===== src/rtl/fetch_sequencer.sv =====
// Instruction fetch and PC sequencing: FETCH -> LATCH -> EXEC, holds the IR for the
// decoder until exec_done, then selects sequential, branch, jump or JAL next PC.
module fetch_sequencer #(
    parameter int unsigned          ADDR_W    = 16,
    parameter logic [ADDR_W-1:0]    BOOT_ADDR = '0
) (
    input  logic                clk,
    input  logic                reset_n,
    output logic [ADDR_W-1:0]   mem_addr,
    output logic                mem_en,
    input  logic [15:0]         mem_rdata,
    output logic [15:0]         instr_out,
    output logic                ir_valid,
    input  logic                exec_done,
    input  logic [4:0]          flags,
    input  logic [15:0]         rtarget_data,
    output logic                link_we,
    output logic [3:0]          link_addr,
    output logic [15:0]         link_data,
    output logic [ADDR_W-1:0]   pc_out
);

    localparam int unsigned DISP_W = 8;

    typedef enum logic [1:0] {
        FETCH = 2'd0,
        LATCH = 2'd1,
        EXEC  = 2'd2
    } state_t;

    state_t              state_q, state_d;
    logic [ADDR_W-1:0]   pc_q, pc_d;
    logic [15:0]         ir_q, ir_d;

    logic                flag_f, flag_l, flag_n, flag_c, flag_z;
    logic                cond_true;
    logic                is_bcond, is_jcond, is_jal;
    logic [7:0]          op;
    logic [ADDR_W-1:0]   pc_inc, disp_ext, pc_branch, jump_target, next_pc;

    assign {flag_f, flag_l, flag_n, flag_c, flag_z} = flags;

    // Instruction class decode from the held IR
    assign op       = {ir_q[15:12], ir_q[7:4]};
    assign is_bcond = (ir_q[15:12] == 4'b1100);
    assign is_jcond = (op == 8'b0100_1100);
    assign is_jal   = (op == 8'b0100_1000);

    // Branch condition evaluated against the live flag register
    always_comb begin
        cond_true = 1'b0;
        case (ir_q[11:8])
            4'd0:    cond_true = flag_z;
            4'd1:    cond_true = !flag_z;
            4'd2:    cond_true = flag_c;
            4'd3:    cond_true = !flag_c;
            4'd4:    cond_true = flag_l;
            4'd5:    cond_true = !flag_l;
            4'd6:    cond_true = flag_n;
            4'd7:    cond_true = !flag_n;
            4'd8:    cond_true = flag_f;
            4'd9:    cond_true = !flag_f;
            4'd10:   cond_true = !flag_l && !flag_z;
            4'd11:   cond_true = flag_l || flag_z;
            4'd12:   cond_true = !flag_n && !flag_z;
            4'd13:   cond_true = flag_n || flag_z;
            4'd14:   cond_true = 1'b1;
            default: cond_true = 1'b0;
        endcase
    end

    // Address arithmetic wraps modulo 2^ADDR_W; displacement is relative to the branch itself
    assign pc_inc      = pc_q + ADDR_W'(1);
    assign disp_ext    = {{(ADDR_W-DISP_W){ir_q[7]}}, ir_q[7:0]};
    assign pc_branch   = pc_q + disp_ext;
    assign jump_target = rtarget_data[ADDR_W-1:0];

    always_comb begin
        next_pc = pc_inc;
        if (is_bcond && cond_true) begin
            next_pc = pc_branch;
        end else if ((is_jcond && cond_true) || is_jal) begin
            next_pc = jump_target;
        end
    end

    always_ff @(posedge clk or negedge reset_n) begin
        if (!reset_n) begin
            state_q <= FETCH;
            pc_q    <= BOOT_ADDR;
            ir_q    <= 16'h0000;
        end else begin
            state_q <= state_d;
            pc_q    <= pc_d;
            ir_q    <= ir_d;
        end
    end

    always_comb begin
        state_d = state_q;
        pc_d    = pc_q;
        ir_d    = ir_q;
        link_we = 1'b0;
        case (state_q)
            FETCH: state_d = LATCH;
            LATCH: begin
                ir_d    = mem_rdata;
                state_d = EXEC;
            end
            EXEC: begin
                if (exec_done) begin
                    pc_d    = next_pc;
                    state_d = FETCH;
                    link_we = is_jal;
                end
            end
            default: state_d = FETCH;
        endcase
    end

    // reset_n gates mem_en so no read is issued while reset holds the FSM in FETCH
    assign mem_en    = reset_n && (state_q == FETCH);
    assign mem_addr  = pc_q;
    assign pc_out    = pc_q;
    assign instr_out = ir_q;
    assign ir_valid  = (state_q == EXEC);
    assign link_addr = ir_q[11:8];
    assign link_data = 16'(pc_inc);

endmodule


===== config.mk =====
export PLATFORM = sky130hd
export DESIGN_NAME = fetch_sequencer
export DESIGN_NICKNAME = d
export VERILOG_FILES = /design/src/rtl/fetch_sequencer.sv
export SDC_FILE = /design/constraint.sdc
export NUM_CORES = 1
export LEC_CHECK = 0
export ABC_CLOCK_PERIOD_IN_PS = 3200
export BUFFER_PORTS_ARGS = -buffer_cell sky130_fd_sc_hd__buf_2
export CAP_MARGIN = 20
export CORE_MARGIN = 1
export CORE_UTILIZATION = 45
export CTS_CLUSTER_DIAMETER = 60
export CTS_CLUSTER_SIZE = 40
export DETAILED_ROUTE_END_ITERATION = 10
export PLACE_DENSITY = 0.81
export SLEW_MARGIN = 40
export SYNTH_ARGS = -nofsm -noshare
export SYNTH_HDL_FRONTEND = slang
export SYNTH_SLANG_ARGS = --single-unit

===== constraint.sdc =====
create_clock -name clk -period 3.2 [get_ports clk]
set_input_delay 0.16 -clock clk [delete_from_list [all_inputs] [get_ports clk]]
set_output_delay 0.16 -clock clk [all_outputs]
set_load 0.05 [all_outputs]

## After elaboration in Yosys (flattened, before gate mapping)

Cells that the tools add are included.

- Input port bits: 40
- Register bits: 34
- Output and inout port bits: 71

- Equality and inequality tests: 20
- Muxes and demuxes: 7
- Add/sub/neg operators: 2
- Reduce and logical (&&, ||, !) cells: 16

Operator list:

| operator | count |
|---|---|
| 4-bit equality test, second input constant | 8 |
| 16-bit two-way mux | 2 |
| 16-bit by 1-bit adder with 16-bit output, second input constant | 1 |
| 16-bit adder | 1 |
| 4-bit by 3-bit equality test with 1-bit output, second input constant | 4 |
| 8-bit by 7-bit equality test with 1-bit output, second input constant | 2 |
| 1-bit one-hot mux with 15 select lines | 1 |
| 4-bit by 2-bit equality test with 1-bit output, second input constant | 2 |
| 2-bit one-hot mux with 3 select lines | 1 |
| 1-bit logical AND | 5 |
| 1-bit zero test | 5 |
| 4-bit by 1-bit equality test with 1-bit output, second input constant | 1 |
| 4-bit zero test | 1 |
| 1-bit logical OR | 3 |
| 2-bit by 1-bit equality test with 1-bit output, second input constant | 1 |
| 2-bit equality test, second input constant | 1 |
| 2-bit zero test | 1 |
| 1-bit two-way mux | 2 |
| 2-bit two-way mux | 1 |
| 2-bit by 1-bit != test with 1-bit output, second input constant | 1 |
| 2-bit AND reduction | 1 |

## Depth between registers and ports, before layout

- Word-level depth: 7
- Gate-level depth with buffers: 10

## Worst setup path before layout

Ideal clock, no wire load.

- Kind: flip-flop to flip-flop
- From: reg pc_q[6], in the netlist mem_addr[6]
- To: reg pc_q[15], in the netlist mem_addr[15]
- Cell stages (with the launch flop): 8
- Path slack: 0.205 ns
- Arrival: 2.913 ns
- Path buffers: 0
- Library setup time: 0.082 ns
- Period minus slack after synthesis: 2.995 ns
- Required time: 3.118 ns
- Path through: dfrtp_1 -> nand3_2 -> or4_4 -> or4_4 -> xnor2_2 -> mux2i_1 -> a22o_1 -> a22oi_2

- Longest elaborated chain between the ends: 3
- Elaborated cells on any way between the ends: 4

RTL lines:

| element | line | text |
|---|---|---|
| start: declaration | 32 | `logic [ADDR_W-1:0] pc_q, pc_d;` |
| start signal: assignment | 94 | `pc_q <= pc_d;` |
| 16-bit by 1-bit adder with 16-bit output | 73 | `assign pc_inc = pc_q + ADDR_W'(1);` |
| via link_data[15] | 19 | `output logic [15:0] link_data,` |
| 16-bit two-way mux | 82 | `end else if ((is_jcond && cond_true) \|\| is_jal) begin` |
| 16-bit two-way mux | 80 | `if (is_bcond && cond_true) begin` |

The timed path passes the listed nets, and every way through them passes these cells.
A chain may end at the register's enable or synchronous reset.

## Final worst setup path

- From: reg pc_q[0], in the netlist mem_addr[0]
- To: reg pc_q[10], in the netlist mem_addr[10]

- Longest elaborated chain between the ends: 3
- Elaborated cells on any way between the ends: 4

RTL lines:

| element | line |
|---|---|
| 16-bit by 1-bit adder with 16-bit output | 73 |
| 16-bit two-way mux | 82 |
| 16-bit two-way mux * | 80 |

Every way passes the cells marked *; elsewhere a longest branch is shown, timed or not.

==> flow_summary.ini <==
[worst_setup_path]
cp.required_ns = 3.36
cp.arrival_ns = 2.98
path_max_fanout = 9
worst_setup_path_start_kind = register
cp-end-kind = register
path_class = register to register

[logic_synthesis]
ys_types = 61
ys_warn_count = 0
synthesis.nets = 385
synth-edff-count = 0
yosysTopAreaCell = dfrtp_1
synth.area.top_cells = dfrtp_1, ha_1, mux2_2
yosys.area.top_type_share = 0.287
synth_ff_type = dfrtp_1
syn_area_per_cell_sq_um = 9.05
synth_area_sq_um = 2970
syn_inst = 328
synth_seq_cells = 34
ys_seq_area_frac = 0.287
synthArstFlopShare = 1.00

[global_route]
grt_overflow = 0
grt_max_degree = 36
gr-usage-all-layers = 0.212
antenna_found_initial = 0
grt_pass1_vias = 2566
grt_pass1_wl_um = 12100

[placement]
io_buffers = 110
dp_cells = 488
dp_slack_ns = 0.386
post-dp-hpwl_um = 5570
gp_congestion = 0.877

[detailed_routing]
drt_iter0_drc = 118
remaining_drc_errors = 0
vias_per_cell = 5.50
antenna_left = 0
drt-total-wl_um = 7250
num_vias = 2732
routedWlPerCell_um = 14.6
dr.pass1.iters = 4

[final_layout]
area_growth_pct = 19.6
final_cells = 497
n_fill_cell = 608
antennaDiodeCount = 0
finish.utilization = 0.559
nNetsFinal = 476
drive_gt1_frac = 0.348

[timing]
rsz0062_at_grt = false
worst_pin_slew_ns = 0.726
hold_viol_final = 0
fin_crit_ns = 2.82
clock_skew_ns = 0.00577
post-route-period-util = 0.880
setup_slack_ns = 0.383
fin_setup_tns_ns = 0
maxSlewViolCount = 0
max_freq_mhz = 355
max_slew_margin = 0.515
setup-violations-final = 0

[cts]
clk_latency_ns = 0.29
clockBufferDepth = 2
cts_setup_buffers = 0
cts_tree = built
cts.reportedPaths.clkPinSlew_ns = 0.08
cts.root.buffer_cell = clkbuf_8
numCtsBuffers = 5
h-tree-depth = 2
cts_sinks = 34

[floorplan]
core-area_sq_um = 6350
top_level_ports = 111
die_w_um = 83.2
rows = 29
start_util = 0.467
die_h_um = 83.2
die_area_sq_um = 6920

[hold_path]
hold_path_class = primary input to register

[job]
drv_cap = 0

[outcome]
status = completed
[cell usage in the layout (no fill, tap or decap), drive strengths merged, types with 3 or more instances in the layout]
cell	n
buf	113
dfrtp	34
o21ai	23
nor2	21
nand2	20
a21oi	18
ha	16
mux2	16
inv	15
xnor2	15
mux2i	13
xor2	11
nand3	8
nor3	7
a21o	7
o211ai	7
nand2b	6
a31oi	6
clkbuf	5
nor2b	4
or3	4
o21a	4
and2	3
and3	3
o311ai	3
[what timing repair did]
item | 4_1_cts | 5_1_grt
hold endpoints to repair | 34 | 0
resized for setup | 0 | 1
endpoints found under the setup margin | 0 | 1
hold buffers | 1 | 0
[path summary, 6_finish.rpt]
check | slack (ns) | start | to | cells after the start
max in group asynchronous | 2.53 | reset_n | mem_addr[10]$_DFFE_PN0P_ | 2
hold reg to reg | 0.46 | state_q[1]$_DFFE_PN0P_ | state_q[0]$_DFFE_PN0P_ | 1
hold / removal | 0.09 | mem_rdata[1] | instr_out[1]$_DFFE_PN0N_ | 3
setup / recovery | 0.38 | mem_addr[0]$_DFFE_PN0P_ | mem_addr[10]$_DFFE_PN0P_ | 10
min in group asynchronous | 0.37 | reset_n | instr_out[2]$_DFFE_PN0N_ | 2
setup reg to reg | 0.38 | mem_addr[0]$_DFFE_PN0P_ | mem_addr[10]$_DFFE_PN0P_ | 10
[cell families (layout without fill, tap and decap cells)]
kind of cell | Yosys count | in the layout | synth area share
adder cells (fa/ha/maj) | 17 | 17 | 0.0742
flip-flops | 34 | 34 | 0.287
AO/OA/AOI/OAI | 88 | 88 | 0.199
AND/OR/NAND/NOR | 89 | 89 | 0.161
buffers and inverters | 45 | 137 | 0.0953
multiplexers | 29 | 29 | 0.105
XOR/XNOR | 26 | 26 | 0.0793
[synthesized netlist by cell type (3+ instances only)]
| cell | instances |
|---|---|
| mux2_2 | 14 |
| nand3_1 | 6 |
| nor3_1 | 7 |
| nor2_1 | 21 |
| nor2b_1 | 4 |
| inv_1 | 15 |
| a21o_1 | 7 |
| xnor2_1 | 14 |
| ha_1 | 16 |
| dfrtp_1 | 34 |
| nand2_1 | 19 |
| o21ai_0 | 14 |
| o211ai_1 | 7 |
| o21ai_1 | 9 |
| buf_4 | 20 |
| clkbuf_1 | 4 |
| clkbuf_8 | 3 |
| a31oi_1 | 6 |
| xor2_1 | 11 |
| a21oi_1 | 18 |
| nand2b_1 | 6 |
| mux2i_1 | 13 |
| o21a_1 | 4 |
| or3_1 | 4 |
[metal layers]
| layer | up-vias | wire (um) | track usage |
|---|---|---|---|
| met4 | 0 | 74 | 0.0423 |
| met1 | 1275 | 3140 | 0.286 |
| met2 | 90 | 3650 | 0.358 |
| met5 | - | 0 | 0 |
| met3 | 12 | 392 | 0.0348 |
| li1 | 1355 | - | - |
[through the flow]
step	instance area [sq um]	hold WS [ns]
6_report	3550	0.0870
5_1_grt	3550	0.0924
4_1_cts	3550	0.0769
3_5_place_dp	3420	0.287
3_3_place_gp	3420	0.279
2_1_floorplan	2970	-0.136
[critical path, stage by stage (launching register included)]
cell	delay [ns]
dfrtp_1	0.53
ha_1	0.22
inv_1	0.06
fa_1	0.41
nand2b_1	0.20
a2111oi_1	0.55
o31ai_1	0.15
a21boi_0	0.25
o21ai_0	0.10
o311ai_0	0.10
a21oi_1	0.10
[sequential cells by signal (all words and copies together), names as in the netlist]
name	count
instr_out	16
mem_addr	16
state_q	2
[area by class of cell]
type                    instances  area [sq um]  area share
flip-flops and latches         34           851       0.240
repair buffers                114           586       0.165
multi-input cells             249          1850       0.520
clock buffers                   5          68.8      0.0194
inverters                      15          56.3      0.0159
clock inverters                 3          45.0      0.0127
well taps                      77          96.3      0.0271
Power is left out: the tool's default activity adds up to more than one toggle a clock period on the data nets, which glitch-free logic cannot reach.
